[src/rtl/rh_temp_poll_scheduler.sv]
// ---------------------------------------------------------------------------
// rh_temp_poll_scheduler
//   Sequencer for the HDC1000 I2C transaction engines. After enable it writes
//   the configuration register, reads DeviceID / ManufacturerID once, then
//   polls Temperature and Humidity every POLL_CYC clocks. T/H reads wait for
//   DRDY_n with a timeout; every engine start is guarded by an END timeout.
//
// Ports
//   CLK_50, RESET_N          clock, asynchronous active-low reset
//   ENABLE                   run level; 0 lets the current transaction finish
//   CONFIG[15:0]             value for configuration register (pointer 8'h02)
//   DRDY_n                   sensor data-ready (active low, synchronised)
//   WW_GO/WP_GO/RD_GO        engine start levels (one-hot)
//   WW_REG, WP_REG[7:0]      pointers for write-word / write-pointer engines
//   WW_DATA[15:0]            write-word payload
//   WW_END/WP_END/RD_END     engine done, held high while its GO is high
//   RD_DATA[15:0]            read result, valid while RD_END=1
//   TEMP_UP/DN, RH_UP/DN     alarm limits, raw sensor codes
//   DeviceID, ManufacturerID, Temperature, Humidity  result registers
//   TEMP_ALARM, RH_ALARM     registered out-of-window flags
//   DATA_VALID               1-clock pulse once a T/H pair is complete
//   TMO_ERR                  sticky timeout flag, cleared only by reset
//   STATE[3:0]               current FSM state, for debug
// ---------------------------------------------------------------------------
module rh_temp_poll_scheduler #(
  parameter int GAP_CYC  = 8,
  parameter int POLL_CYC = 50_000_000,
  parameter int DRDY_TMO = 1_000_000,
  parameter int ENG_TMO  = 250_000
) (
  input  logic        CLK_50,
  input  logic        RESET_N,
  input  logic        ENABLE,
  input  logic [15:0] CONFIG,
  input  logic        DRDY_n,
  output logic        WW_GO,
  output logic        WP_GO,
  output logic        RD_GO,
  output logic [7:0]  WW_REG,
  output logic [7:0]  WP_REG,
  output logic [15:0] WW_DATA,
  input  logic        WW_END,
  input  logic        WP_END,
  input  logic        RD_END,
  input  logic [15:0] RD_DATA,
  input  logic [15:0] TEMP_UP,
  input  logic [15:0] TEMP_DN,
  input  logic [15:0] RH_UP,
  input  logic [15:0] RH_DN,
  output logic [15:0] DeviceID,
  output logic [15:0] ManufacturerID,
  output logic [15:0] Temperature,
  output logic [15:0] Humidity,
  output logic        TEMP_ALARM,
  output logic        RH_ALARM,
  output logic        DATA_VALID,
  output logic        TMO_ERR,
  output logic [3:0]  STATE
);

  typedef enum logic [3:0] {
    S_IDLE  = 4'd0,
    S_CFG   = 4'd1,
    S_PTR   = 4'd2,
    S_DRDY  = 4'd3,
    S_READ  = 4'd4,
    S_GAP   = 4'd5,
    S_NEXT  = 4'd6,
    S_SLEEP = 4'd7
  } state_t;

  // Where GAP goes once its idle time has elapsed.
  typedef enum logic [2:0] {
    T_CFG  = 3'd0,
    T_PTR  = 3'd1,
    T_READ = 3'd2,
    T_DRDY = 3'd3,
    T_NEXT = 3'd4
  } tgt_t;

  state_t      state;
  tgt_t        gap_tgt;
  logic [1:0]  idx;          // 0 DevID, 1 MfrID, 2 Temp, 3 Hum
  logic [31:0] cnt;          // shared: engine wait, GAP, DRDY wait, SLEEP
  logic [15:0] cfg_shadow;
  logic        cfg_dirty;
  logic        t_upd;        // Temperature stored last clock -> refresh alarm
  logic        h_upd;
  logic        h_fresh;      // Humidity stored during this round
  logic        go_any;
  logic        end_ok;

  function automatic logic [7:0] ptr_of(input logic [1:0] i);
    case (i)
      2'd0:    ptr_of = 8'hFF;
      2'd1:    ptr_of = 8'hFE;
      2'd2:    ptr_of = 8'h00;
      default: ptr_of = 8'h01;
    endcase
  endfunction

  assign go_any = WW_GO | WP_GO | RD_GO;
  assign STATE  = state;

  // END counts only while the matching GO flop is already high, so an END
  // still high from a previous transaction at the GO-rise edge is ignored.
  always_comb begin
    end_ok = 1'b0;
    case (state)
      S_CFG:   end_ok = WW_GO & WW_END;
      S_PTR:   end_ok = WP_GO & WP_END;
      S_READ:  end_ok = RD_GO & RD_END;
      default: end_ok = 1'b0;
    endcase
  end

  always_ff @(posedge CLK_50 or negedge RESET_N) begin
    if (!RESET_N) begin
      state          <= S_IDLE;
      gap_tgt        <= T_CFG;
      idx            <= '0;
      cnt            <= '0;
      cfg_shadow     <= '0;
      cfg_dirty      <= 1'b0;
      t_upd          <= 1'b0;
      h_upd          <= 1'b0;
      h_fresh        <= 1'b0;
      WW_GO          <= 1'b0;
      WP_GO          <= 1'b0;
      RD_GO          <= 1'b0;
      WW_REG         <= '0;
      WP_REG         <= '0;
      WW_DATA        <= '0;
      DeviceID       <= '0;
      ManufacturerID <= '0;
      Temperature    <= '0;
      Humidity       <= '0;
      TEMP_ALARM     <= 1'b0;
      RH_ALARM       <= 1'b0;
      DATA_VALID     <= 1'b0;
      TMO_ERR        <= 1'b0;
    end else begin
      DATA_VALID <= 1'b0;
      t_upd      <= 1'b0;
      h_upd      <= 1'b0;

      // Alarms follow the store by one clock, so they compare the new value.
      if (t_upd) TEMP_ALARM <= (Temperature > TEMP_UP) | (Temperature < TEMP_DN);
      if (h_upd) RH_ALARM   <= (Humidity > RH_UP) | (Humidity < RH_DN);

      case (state)
        S_IDLE: begin
          if (ENABLE) begin
            idx        <= 2'd0;
            cfg_shadow <= CONFIG;
            cfg_dirty  <= 1'b0;
            WW_REG     <= 8'h02;
            WW_DATA    <= CONFIG;
            state      <= S_CFG;
          end
        end

        // Engine states: REG/DATA were loaded on entry, so the first clock
        // here raises GO one clock after the pointer/payload settled.
        S_CFG, S_PTR, S_READ: begin
          if (!go_any) begin
            cnt   <= '0;
            WW_GO <= (state == S_CFG);
            WP_GO <= (state == S_PTR);
            RD_GO <= (state == S_READ);
          end else if (end_ok) begin
            WW_GO <= 1'b0;
            WP_GO <= 1'b0;
            RD_GO <= 1'b0;
            cnt   <= '0;
            state <= S_GAP;
            case (state)
              S_CFG:   gap_tgt <= T_PTR;
              S_PTR:   gap_tgt <= idx[1] ? T_DRDY : T_READ;
              default: gap_tgt <= T_NEXT;
            endcase
            if (state == S_READ) begin
              case (idx)
                2'd0: DeviceID       <= RD_DATA;
                2'd1: ManufacturerID <= RD_DATA;
                2'd2: begin
                  Temperature <= RD_DATA;
                  t_upd       <= 1'b1;
                end
                default: begin
                  Humidity <= RD_DATA;
                  h_upd    <= 1'b1;
                  h_fresh  <= 1'b1;
                end
              endcase
            end
          end else if (cnt == 32'(ENG_TMO - 1)) begin
            // Engine hung: abandon it and restart from configuration so the
            // IDs are re-read once the bus is healthy again.
            WW_GO   <= 1'b0;
            WP_GO   <= 1'b0;
            RD_GO   <= 1'b0;
            TMO_ERR <= 1'b1;
            cnt     <= '0;
            idx     <= 2'd0;
            gap_tgt <= T_CFG;
            state   <= S_GAP;
          end else begin
            cnt <= cnt + 32'd1;
          end
        end

        S_GAP: begin
          if (cnt == 32'(GAP_CYC - 1)) begin
            cnt <= '0;
            if (!ENABLE) begin
              state <= S_IDLE;
            end else begin
              case (gap_tgt)
                T_CFG: begin
                  cfg_shadow <= CONFIG;
                  cfg_dirty  <= 1'b0;
                  WW_REG     <= 8'h02;
                  WW_DATA    <= CONFIG;
                  state      <= S_CFG;
                end
                T_PTR: begin
                  WP_REG <= ptr_of(idx);
                  state  <= S_PTR;
                end
                T_READ:  state <= S_READ;
                T_DRDY:  state <= S_DRDY;
                default: state <= S_NEXT;
              endcase
            end
          end else begin
            cnt <= cnt + 32'd1;
          end
        end

        S_DRDY: begin
          if (!DRDY_n) begin
            cnt   <= '0;
            state <= S_READ;
          end else if (cnt == 32'(DRDY_TMO - 1)) begin
            // Skip this read: the old value and its alarm stay in place.
            TMO_ERR <= 1'b1;
            cnt     <= '0;
            state   <= S_NEXT;
          end else begin
            cnt <= cnt + 32'd1;
          end
        end

        S_NEXT: begin
          if (idx == 2'd3) begin
            DATA_VALID <= h_fresh;
            h_fresh    <= 1'b0;
            cnt        <= '0;
            state      <= S_SLEEP;
          end else begin
            idx    <= idx + 2'd1;
            WP_REG <= ptr_of(idx + 2'd1);
            state  <= S_PTR;
          end
        end

        S_SLEEP: begin
          if (CONFIG != cfg_shadow) cfg_dirty <= 1'b1;
          if (!ENABLE) begin
            cnt   <= '0;
            state <= S_IDLE;
          end else if (cnt == 32'(POLL_CYC - 1)) begin
            cnt <= '0;
            idx <= 2'd2;
            // Also catch a CONFIG change landing on the very last clock.
            if (cfg_dirty || (CONFIG != cfg_shadow)) begin
              cfg_shadow <= CONFIG;
              cfg_dirty  <= 1'b0;
              WW_REG     <= 8'h02;
              WW_DATA    <= CONFIG;
              state      <= S_CFG;
            end else begin
              WP_REG <= ptr_of(2'd2);
              state  <= S_PTR;
            end
          end else begin
            cnt <= cnt + 32'd1;
          end
        end

        default: state <= S_IDLE;
      endcase
    end
  end

endmodule
[config.mk]
export PLATFORM = sky130hd
export DESIGN_NAME = rh_temp_poll_scheduler
export DESIGN_NICKNAME = d
export VERILOG_FILES = /design/src/rtl/rh_temp_poll_scheduler.sv
export SDC_FILE = /design/constraint.sdc
export NUM_CORES = 1
export LEC_CHECK = 0
export CAP_MARGIN = 40
export CORE_ASPECT_RATIO = 1.4
export CORE_UTILIZATION = 51
export CTS_BUF_LIST = sky130_fd_sc_hd__clkbuf_4 sky130_fd_sc_hd__clkbuf_8
export DETAILED_ROUTE_END_ITERATION = 10
export PLACE_DENSITY = 0.94
export SLEW_MARGIN = 5
export SYNTH_ARGS = -nofsm -noshare
export SYNTH_HDL_FRONTEND = slang
export SYNTH_SLANG_ARGS = --single-unit
[constraint.sdc]
create_clock -name CLK_50 -period 3.48 [get_ports CLK_50]
set_input_delay 0.696 -clock CLK_50 [delete_from_list [all_inputs] [get_ports CLK_50]]
set_output_delay 0.696 -clock CLK_50 [all_outputs]
set_load 0.02 [all_outputs]
==> metrics.log <==
[metrics] endpoint kind of the worst setup timing path: flop
[metrics] number of top-level pins: 210
[metrics] number of endpoints failing setup at the final stage: 0
[metrics] fin crit share: 81.8%
[metrics] switching share of total power: a little over a third
[metrics] CTS sink count: 134
[metrics] Mean Syn Cell Area: 10.0 µm²
[metrics] Post-Synth Simple-Gate Area: ~17%
[metrics] core utilization of the finished layout: 69.3%
[metrics] final setup skew: 0.0140 ns
[metrics] wire length after detailed routing: 22,200 µm
[metrics] mean number of vias per cell: 5.73
[metrics] headroom to the max-slew limit: a little under half
[metrics] fraction of synthesized cell area in xor and xnor cells: roughly 4.3%
[metrics] most common flop cell mapped by yosys: sky130_fd_sc_hd__dfrtp_1
[metrics] Vert. Die Dim: 150 µm
[metrics] area added between synthesis and finish: 31.3%
[metrics] placeable core region: approximately 0.015 mm²
[metrics] proportion of synthesized chip area in sequential cells: 41.8%
[metrics] fraction of synthesis flops using an asynchronous set or reset pin: 100%
[metrics] worst setup margin: 0.632 ns
[metrics] worst slack, placed: 0.280 ns
[metrics] setup tns final: 0 ns
[metrics] final weighted congestion in routability-driven placement: slightly above 0.9
[metrics] adder-cell area share of the yosys netlist: between 10% and 20%
[metrics] NumNets Final: 1,176
[metrics] antenna violations before repair: 0
[metrics] kind of launch point of the worst setup path: flop
[metrics] Sequential Power Share: 39.1%
[metrics] Remaining DRCs: 0
[metrics] post-DR wirelength/cell: 18.4 µm
[metrics] DIE AREA: 0.0162 mm²
[metrics] I/O Buffers: between 200 and 250
[metrics] floorplan die width: 108 µm
[metrics] clock tree from TritonCTS: done
[metrics] Crit path arrival time: 3.17 ns
[metrics] combinational share of power: 35.6%
[metrics] number of nets with antenna violations after routing: 0
[metrics] largest vdd supply drop: 0.376 mV
[metrics] ratio of total power to cell area: 463 mW/mm²
[metrics] worst min-delay path category: in -> async
[metrics] worst hold slack: 0.275 ns
[metrics] wire length of the first global-routing pass: 34,900 µm
[metrics] Cell Rows: 53
[metrics] diode count: 0
[metrics] Cell Count Post-Placement: 1,179
[metrics] Synth Area in Compound Gates: 10.4%
[metrics] dominant combinational cell family by area after synthesis: simple AND/OR/NAND/NOR gates
[metrics] largest net degree at the start of global routing: 74
[metrics] Leak Pwr: ~5.2 nW
[metrics] RSZ-0062 raised after global routing: no
[metrics] final cell count without fillers: 1,211
[metrics] cell at the root of the clock tree: sky130_fd_sc_hd__clkbuf_8
[metrics] Distinct cells, synth: 74
[metrics] transition time at the pin with the least slew margin: 0.798 ns
[metrics] number of standard cells after synthesis: 801
[metrics] register clock-pin slew on the reported worst setup and hold paths: 0.07 ns
[metrics] total via count in the routed design: 6,939
[metrics] via count of the first global-routing pass: 6,945
[metrics] buffers from clock root to sink, at most: 2
[metrics] length in cells of the worst reg-to-reg path: 8
[metrics] switching pwr: approximately 1.7 mW
[metrics] CTS Buf Count: 17
[metrics] total iterations of the first detailed-routing run: 5
[metrics] number of synthesized flops with an enable pin: 0
[metrics] multiplexer area fraction after synthesis: roughly a tenth
[metrics] detailed router's first-iteration violation count: 500
[metrics] hold buffers post-CTS: 0
[metrics] run status: completed
[metrics] layout cells sized above 1: between 10% and 20%
[metrics] #FFs+latches synth: 134
[metrics] number of resized instances in the post-cts repair step: 0
[metrics] Global Route Usage Sum: between 20% and 30%
[metrics] hpwl dp: between 15,000 and 20,000 µm
[metrics] required time reported for the critical path endpoint: 3.80 ns
[metrics] Syn. warnings: 0
[metrics] largest driver fanout on the critical path: 7
[metrics] internal power of the cells: ~3.2 mW
[metrics] post-CTS setup buffers: 0
[metrics] fmax: 351 MHz
[metrics] Final Hold Viols: 0
[metrics] type of the setup path with the least slack: reg -> reg
[metrics] starting density of the core: 52.8%
[metrics] min cycle time layout: 2.85 ns
[metrics] fraction of power consumed by the clock network: between 20% and 30%
[metrics] GR Overflow Total: 0
[metrics] max_cap viols: 0
[metrics] H-tree levels: 4
[metrics] Max Slew Vio Count: 0
[metrics] later-pin clock latency in the skew report: approximately 0.44 ns
[metrics] netlist area before placement: 0.00802 mm²
-- routing by layer --
metal  global-route usage [%]  wire [µm]  vias up
li1                         -          -     3213
met1                     29.4       7930     3335
met2                     51.0      11700      318
met3                     7.58       1680       73
met4                     14.5        957        0
met5                        0          0        -
-- layout make-up --
type / instances / area (µm²)
repair buffers: 213 / 2100
inverters: 72 / 270
well taps: 192 / 240
clock inverters: 11 / 101
fillers: 1050 / 4650
flip-flops and latches: 134 / 3350
clock buffers: 21 / 277
multi-input cells: 568 / 4190
-- synthesized netlist by cell type (8+ instances only) --
master,number,area [µm²]
sky130_fd_sc_hd__dfrtp_1,134,3350
sky130_fd_sc_hd__nand2_1,95,357
sky130_fd_sc_hd__inv_1,71,267
sky130_fd_sc_hd__mux2_2,68,766
sky130_fd_sc_hd__ha_1,67,838
sky130_fd_sc_hd__nor2_1,43,161
sky130_fd_sc_hd__o21ai_0,30,150
sky130_fd_sc_hd__xor2_1,29,254
sky130_fd_sc_hd__a21o_1,23,173
sky130_fd_sc_hd__nand4_1,22,138
sky130_fd_sc_hd__a21oi_1,18,90.1
sky130_fd_sc_hd__nand3_1,18,90.1
sky130_fd_sc_hd__buf_4,17,128
sky130_fd_sc_hd__nor3_1,17,85.1
sky130_fd_sc_hd__nor4_1,10,62.6
sky130_fd_sc_hd__xnor2_1,10,87.6
sky130_fd_sc_hd__a22o_1,8,70.1
sky130_fd_sc_hd__and4_1,8,70.1
sky130_fd_sc_hd__nor2b_1,8,50.1
-- sequential cells by signal, summed over array words and instances (netlist names), 3 cells and up --
signal          cells
DeviceID           16
cfg_shadow         16
cnt                32
ManufacturerID     16
STATE               3
gap_tgt             3
Temperature        16
Humidity           16
-- worst paths after layout --
kind                                       end  slack (ns)  startpoint
max in group asynchronous       cfg_shadow[12]        2.42     RESET_N
worst max-delay path                   cnt[30]        0.63      idx[0]
worst max register to register         cnt[30]        0.63      idx[0]
worst min-delay path                TEMP_ALARM        0.27     RESET_N
worst min register to register       WW_REG[1]        0.47   WW_REG[1]
min in group CLK_50                  WW_REG[1]        0.47   WW_REG[1]
-- power groups by stage --
stage | clock network (mW) | logic [mW] | registers, mW
CTS | 1.25 | 1.74 | 1.90
finish | 1.23 | 1.74 | 1.91
global placement | 0 | 1.68 | 1.92
detailed placement | 0 | 1.73 | 1.93
floorplan | 0 | 0.905 | 2.04
global route | 1.32 | 1.85 | 1.93
-- per-stage QoR --
step | power [mW] | cell area, µm²
2_1_floorplan | 2.94 | 8050
3_3_place_gp | 3.60 | 10200
3_5_place_dp | 3.66 | 10200
4_1_cts | 4.89 | 10500
5_1_grt | 5.11 | 10500
6_report | 4.88 | 10500
-- cell families after synthesis --
kind of cell / Yosys count
flip-flops: 134
AND/OR/NAND/NOR: 260
AO/OA/AOI/OAI: 123
adder cells (fa/ha/maj): 67
XOR/XNOR: 39
multiplexers: 71
buffers and inverters: 106
other: 1
-- worst max-delay path, cell delays in order, from the launching register on --
cell,delay [ns]
sky130_fd_sc_hd__dfrtp_1,0.44
sky130_fd_sc_hd__ha_1,0.31
sky130_fd_sc_hd__nand2b_1,0.19
sky130_fd_sc_hd__a211oi_2,0.10
sky130_fd_sc_hd__nor4_1,0.67
sky130_fd_sc_hd__nand4_1,0.41
sky130_fd_sc_hd__nor4_1,0.38
sky130_fd_sc_hd__xnor2_1,0.17
sky130_fd_sc_hd__nor2_1,0.06
-- cells in the final DEF, fill, tap and decap left out, drive strengths merged, types with 5 or more instances in the layout --
master,instances
nand2,95
nor2b,9
nor4,13
o21ai,31
and4,9
nand2b,5
conb,8
clkinvlp,7
xnor2,10
clkdlybuf4s50,200
and3,8
dfrtp,134
nand3,19
a21o,23
buf,13
nor2,45
nor3,17
a22o,8
a31oi,7
ha,67
xor2,29
clkbuf,21
nand4,22
inv,72
a211oi,6
mux2,68
a21oi,19
(Power assumes the default switching activity.)
